$ cat config.mk
export PLATFORM = sky130hd
export DESIGN_NAME = md_issue
export DESIGN_NICKNAME = d
export VERILOG_FILES = /design/src/rtl/md_pkg.sv /design/src/rtl/md_busy_cnt.sv /design/src/rtl/md_issue.sv
export SDC_FILE = /design/constraint.sdc
export NUM_CORES = 1
export LEC_CHECK = 0
export CAP_MARGIN = 25
export CORE_AREA = 2 2 91 93
export CTS_BUF_LIST = sky130_fd_sc_hd__clkbuf_8
export CTS_CLUSTER_DIAMETER = 100
export DETAILED_ROUTE_END_ITERATION = 10
export DIE_AREA = 0 0 93 95
export PLACE_DENSITY = 0.81
export SLEW_MARGIN = 30
export SYNTH_ARGS = -nofsm -noshare
export SYNTH_HDL_FRONTEND = slang
export SYNTH_SLANG_ARGS = --single-unit
$ cat constraint.sdc
create_clock -name clk -period 1.91 [get_ports clk]
set_clock_uncertainty 0.05 [all_clocks]
set_input_delay 0.2865 -clock clk [delete_from_list [all_inputs] [get_ports clk]]
set_output_delay 0.2865 -clock clk [all_outputs]
set_load 0.03 [all_outputs]
$ cat src/rtl/md_pkg.sv
// Shared definitions for the multiply/divide issue path and the xlu unit.
// Class encodings, xlu opcodes, default occupancies and controller states.
package md_pkg;

  typedef enum logic [3:0] {
    MD_NONE  = 4'd0,
    MD_MULT  = 4'd1,
    MD_MULTU = 4'd2,
    MD_DIV   = 4'd3,
    MD_DIVU  = 4'd4,
    MD_MTHI  = 4'd5,
    MD_MTLO  = 4'd6,
    MD_MFHI  = 4'd7,
    MD_MFLO  = 4'd8
  } md_cls_t;

  typedef logic [2:0] xlu_op_t;

  localparam xlu_op_t XLU_MULT  = 3'b000;
  localparam xlu_op_t XLU_MULTU = 3'b001;
  localparam xlu_op_t XLU_DIV   = 3'b010;
  localparam xlu_op_t XLU_DIVU  = 3'b011;
  localparam xlu_op_t XLU_MTHI  = 3'b100;
  localparam xlu_op_t XLU_MTLO  = 3'b101;

  localparam int MD_MULT_CYCLES = 5;
  localparam int MD_DIV_CYCLES  = 10;

  typedef enum logic [1:0] {
    IDLE     = 2'd0,
    MUL_BUSY = 2'd1,
    DIV_BUSY = 2'd2
  } md_st_t;

  // Classes that never reach xlu (MF*, NONE, 9..15) map to the idle opcode.
  function automatic xlu_op_t cls_to_op(input logic [3:0] cls);
    xlu_op_t op;
    op = XLU_MULT;
    case (cls)
      MD_MULT:  op = XLU_MULT;
      MD_MULTU: op = XLU_MULTU;
      MD_DIV:   op = XLU_DIV;
      MD_DIVU:  op = XLU_DIVU;
      MD_MTHI:  op = XLU_MTHI;
      MD_MTLO:  op = XLU_MTLO;
      default:  op = XLU_MULT;
    endcase
    return op;
  endfunction

endpackage

$ cat src/rtl/md_busy_cnt.sv
// Occupancy countdown for xlu: loads the op latency on issue and counts to zero.
// Asynchronous active-low clear so a mid-operation reset frees the unit at once.
module md_busy_cnt #(
  parameter int W = 4
) (
  input  logic         clk,
  input  logic         reset,
  input  logic         load,
  input  logic [W-1:0] load_val,
  output logic [W-1:0] cnt,
  output logic         last
);

  always_ff @(posedge clk or negedge reset) begin
    if (!reset) begin
      cnt <= '0;
    end else if (load) begin
      cnt <= load_val;
    end else if (cnt != '0) begin
      cnt <= cnt - 1'b1;
    end
  end

  assign last = (cnt == W'(1));

endmodule

$ cat src/rtl/md_issue.sv
// E-stage issue and hazard control for xlu: decodes the MD class, strobes xlu,
// tracks its fixed latency, stalls dependent MD instructions and muxes HI/LO.
module md_issue
  import md_pkg::*;
#(
  parameter int MULT_CYCLES = MD_MULT_CYCLES,
  parameter int DIV_CYCLES  = MD_DIV_CYCLES
) (
  input  logic        clk,
  input  logic        reset,
  input  logic        e_valid,
  input  logic        e_flush,
  input  logic [3:0]  e_md_cls,
  input  logic [31:0] e_rs,
  input  logic [31:0] e_rt,
  output logic        xlu_start,
  output logic [2:0]  xlu_op,
  output logic [31:0] xlu_in1,
  output logic [31:0] xlu_in2,
  input  logic [31:0] hi_out,
  input  logic [31:0] lo_out,
  output logic        stall,
  output logic        busy,
  output logic [31:0] mf_data
);

  localparam int CW = $clog2(DIV_CYCLES + 1);
  localparam logic [CW-1:0] MULT_LD = CW'(MULT_CYCLES);
  localparam logic [CW-1:0] DIV_LD  = CW'(DIV_CYCLES);

  md_st_t st, st_nxt;

  logic          is_mul, is_div, is_mt, is_mfhi, is_mflo;
  logic          live, md_any;
  logic          cnt_load, cnt_last;
  logic [CW-1:0] cnt_load_val, cnt;

  always_comb begin
    is_mul  = 1'b0;
    is_div  = 1'b0;
    is_mt   = 1'b0;
    is_mfhi = 1'b0;
    is_mflo = 1'b0;
    case (e_md_cls)
      MD_MULT, MD_MULTU: is_mul  = 1'b1;
      MD_DIV, MD_DIVU:   is_div  = 1'b1;
      MD_MTHI, MD_MTLO:  is_mt   = 1'b1;
      MD_MFHI:           is_mfhi = 1'b1;
      MD_MFLO:           is_mflo = 1'b1;
      default: ;
    endcase
  end

  // Hazard check stays combinational on st so a flush drops stall the same cycle.
  assign live      = e_valid & ~e_flush;
  assign md_any    = live & (is_mul | is_div | is_mt | is_mfhi | is_mflo);
  assign stall     = md_any & (st != IDLE);
  assign xlu_start = live & ~stall & (is_mul | is_div | is_mt);
  assign xlu_op    = xlu_start ? cls_to_op(e_md_cls) : XLU_MULT;
  assign xlu_in1   = e_rs;
  assign xlu_in2   = e_rt;

  assign cnt_load     = xlu_start & (is_mul | is_div);
  assign cnt_load_val = is_div ? DIV_LD : MULT_LD;

  md_busy_cnt #(.W(CW)) u_cnt (
    .clk      (clk),
    .reset    (reset),
    .load     (cnt_load),
    .load_val (cnt_load_val),
    .cnt      (cnt),
    .last     (cnt_last)
  );

  always_ff @(posedge clk or negedge reset) begin
    if (!reset) begin
      st <= IDLE;
    end else begin
      st <= st_nxt;
    end
  end

  // A zero count in a busy state also returns to IDLE so a zero latency cannot hang.
  always_comb begin
    st_nxt = st;
    case (st)
      IDLE: begin
        if (xlu_start && is_mul) begin
          st_nxt = MUL_BUSY;
        end else if (xlu_start && is_div) begin
          st_nxt = DIV_BUSY;
        end
      end
      MUL_BUSY, DIV_BUSY: begin
        if (cnt_last || cnt == '0) begin
          st_nxt = IDLE;
        end
      end
      default: st_nxt = IDLE;
    endcase
  end

  assign busy = (st != IDLE);

  always_comb begin
    mf_data = '0;
    if (is_mfhi) begin
      mf_data = hi_out;
    end else if (is_mflo) begin
      mf_data = lo_out;
    end
  end

endmodule

==> metrics, run 1 <==
CP endpoint kind output pin; origin of the critical flop-to-flop path u_cnt.cnt[0]; Tot Pwr 1.15 mW; period utilization 94.8%; clk buf depth 2; Place WS -0.207 ns; antenna viol nets, final 0; Nets 355; largest net degree at the start of global routing 24; DRT iter0 DRCs 23; slew margin rel. 77.4%; Core ar. 7930 sq um; # Max-Cap Violations 0; wire per inst 16.2 um; DIE AREA 8840 sq um; Max Slew Vio Count 0; area added between synthesis and finish 57.3%; Site Rows 33; Net Sw Frac 37.7%; Num CTS Buffers 3; initial antenna violation count 0; DRC errors left 0; Root Driver clkbuf_8; total global routing overflow 0; leakage power 0.942 nW; Register-to-Register Path Depth 5; H-tree levels 1; Syn Area/Cell 8.63 sq um; Die Ht 95 um; area of the multi-input gates 698 sq um; setup ws final 0.0991 ns; clock sinks 6; final WL 5170 um; Initial Util 17.9%; Net Count, Synth 303; placed cell area 2130 sq um; post-route design area 2230 sq um; sequential cell area fraction in the yosys report 10.6%; Syn Inst Count 164; Via Count 1386; clk_lat worst skew 0.22 ns; startpoint types flip-flop; clock-pin slew on the worst setup and hold paths 0.04 ns; Layout Utilization 28.1%; r2r setup slk 0.24 ns; FF/Latch Area 150 sq um; status finished, final reports clean; number of diodes 0; first-pass GRT wire length 7070 um; Seq pwr share 21.8%; Crit Path Class flip-flop to output pin; switching power 434 uW; TritonCTS clock tree built; FILL cells 855; Non-Filler Instances 319; vias per cell 4.34; Max FO, Critical Path 8; power share of the clock group 16.0%; Tmin final 1.81 ns; Least-Margin Pin Slew 0.334 ns; GRT Overall Usage 10.5%; Logic pwr share 62.3%; Post-Syn Area 1420 sq um; Worst VDD drop 0.758 mV; Distinct cells, synth 38; number of flops mapped to enable cells by yosys 0; Die Wd 93 um; GPL Wtd Cong 0.764; # IOs 238; placed cells 313; placed wire-length estimate 4360 um; Synth async-reset ratio 100%; vias in the first global route 1344; RSZ-0062 raised after global routing false; Critical Path RT 1.57 ns; Peak Freq 0.552 GHz; worst hold slack 0.269 ns; CP arrival 1.47 ns; total negative slack 0 ns; cell internal power dissipation 718 uW; PortBufs 109; worst r2r dst u_cnt.cnt[1]; #FFs+latches synth 6; Final Hold Vio Count 0; Synth Flop Type dfrtp_1; Hold Path Class input pin to async pin; # setup viols final 0; 1st-pass router iterations 4; Power Density 517 nW/um^2; layout cell share with drive strength beyond 1 33.2%; synth warn 0
## synthesized netlist by cell type (2+ instances only)
cell type / instances / area [sq um]
buf_4: 67 / 503
xnor2_1: 3 / 26.3
nor2_1: 2 / 7.51
o31a_1: 2 / 17.5
o211ai_1: 2 / 15.0
buf_2: 2 / 10.0
o311ai_0: 4 / 35.0
o21ai_0: 3 / 15.0
nor3b_1: 2 / 15.0
buf_6: 3 / 33.8
a22o_1: 32 / 280
ha_1: 3 / 37.5
dfrtp_1: 6 / 150
nor3_1: 2 / 10.0
inv_1: 6 / 22.5
buf_8: 3 / 45.0
## cell families (layout without fill, tap and decap cells)
logic type / Yosys count / count (layout) / share of synthesized area, %
flops: 6 / 6 / 10.6
mux: 1 / 1 / 0.707
fa+ha+maj: 3 / 3 / 2.65
compound gates: 49 / 49 / 29.1
buf+inv: 82 / 132 / 43.7
simple gates: 20 / 20 / 11.4
xor+xnor: 3 / 3 / 1.86
## layer usage
metal | vias to the layer above | global-route usage [%] | part of all wire (%)
li1 | 638 | - | -
met1 | 644 | 11.1 | 36
met2 | 100 | 17.5 | 48
met3 | 2 | 7.02 | 15
met4 | 2 | 0.858 | 0
met5 | - | 5.95 | 1.3
## power groups by stage
stage	registers [mW]	logic, mW	clock network [mW]
global placement	0.243	0.651	0
detailed placement	0.248	0.676	0
global route	0.259	0.780	0.198
floorplan	0.229	0.631	0
CTS	0.247	0.693	0.189
finish	0.251	0.717	0.184
## registers in the layout, indices dropped and copies added, names as in the netlist
signal / cells
u_cnt.cnt: 4
st: 2
## critical path, stage by stage (launching register included)
cell	delay (ns)
dfrtp_1	0.39
inv_2	0.08
ha_4	0.15
nand4bb_1	0.11
buf_6	0.15
nor3b_2	0.18
buf_4	0.18
## worst max-delay path by stage
stage / from / endpoint / slack (ns)
4_1_cts: st[1] / xlu_start / 0.02
6_report: st[1] / xlu_op[2] / 0.1
3_5_place_dp: e_md_cls[1] / stall / -0.21
2_1_floorplan: st[0] / xlu_start / -0.02
3_3_place_gp: e_md_cls[1] / stall / -0.19
5_1_grt: st[1] / xlu_op[2] / 0.005
## placed cells by master, fill, tap and decap left out, types with 2 or more instances in the layout
| master | n |
|---|---|
| inv_1 | 4 |
| clkdlybuf4s50_1 | 67 |
| clkbuf_8 | 3 |
| or3_4 | 2 |
| dfrtp_1 | 6 |
| nor2_1 | 2 |
| buf_4 | 43 |
| clkbuf_2 | 2 |
| dlygate4sd2_1 | 2 |
| o211ai_1 | 2 |
| xnor2_1 | 3 |
| ha_1 | 2 |
| nor3_2 | 3 |
| buf_12 | 7 |
| o311ai_0 | 4 |
| o31a_1 | 2 |
| o21ai_0 | 3 |
| a22o_1 | 31 |
| inv_2 | 2 |
## final cells by class
| type | instances | area share [%] |
|---|---|---|
| repair buffers | 123 | 53.1 |
| multi-input cells | 76 | 31.4 |
| flip-flops and latches | 6 | 6.75 |
| well taps | 105 | 5.90 |
| clock buffers | 3 | 1.85 |
| inverters | 6 | 1.01 |
## timing repair
item,4_1_cts,5_1_grt
resized for setup,11,10
endpoints found under the setup margin,38,4
setup buffers,0,3
hold buffers,0,0
pin swaps,0,3
gates cloned,0,0
Power figures use the tool's default switching activity.
==> run 2, diff against run 1 <==
Settings changed: CTS_CLUSTER_DIAMETER 100 to default.
==> results of run 2 <==
No change in the layout: final DEF, timing and power equal those of run 1.
==> run 3, diff against run 2 <==
Settings changed: HOLD_SLACK_MARGIN from default to 0.03.
==> results of run 3 <==
No change in the layout: final DEF, timing and power equal those of run 1.
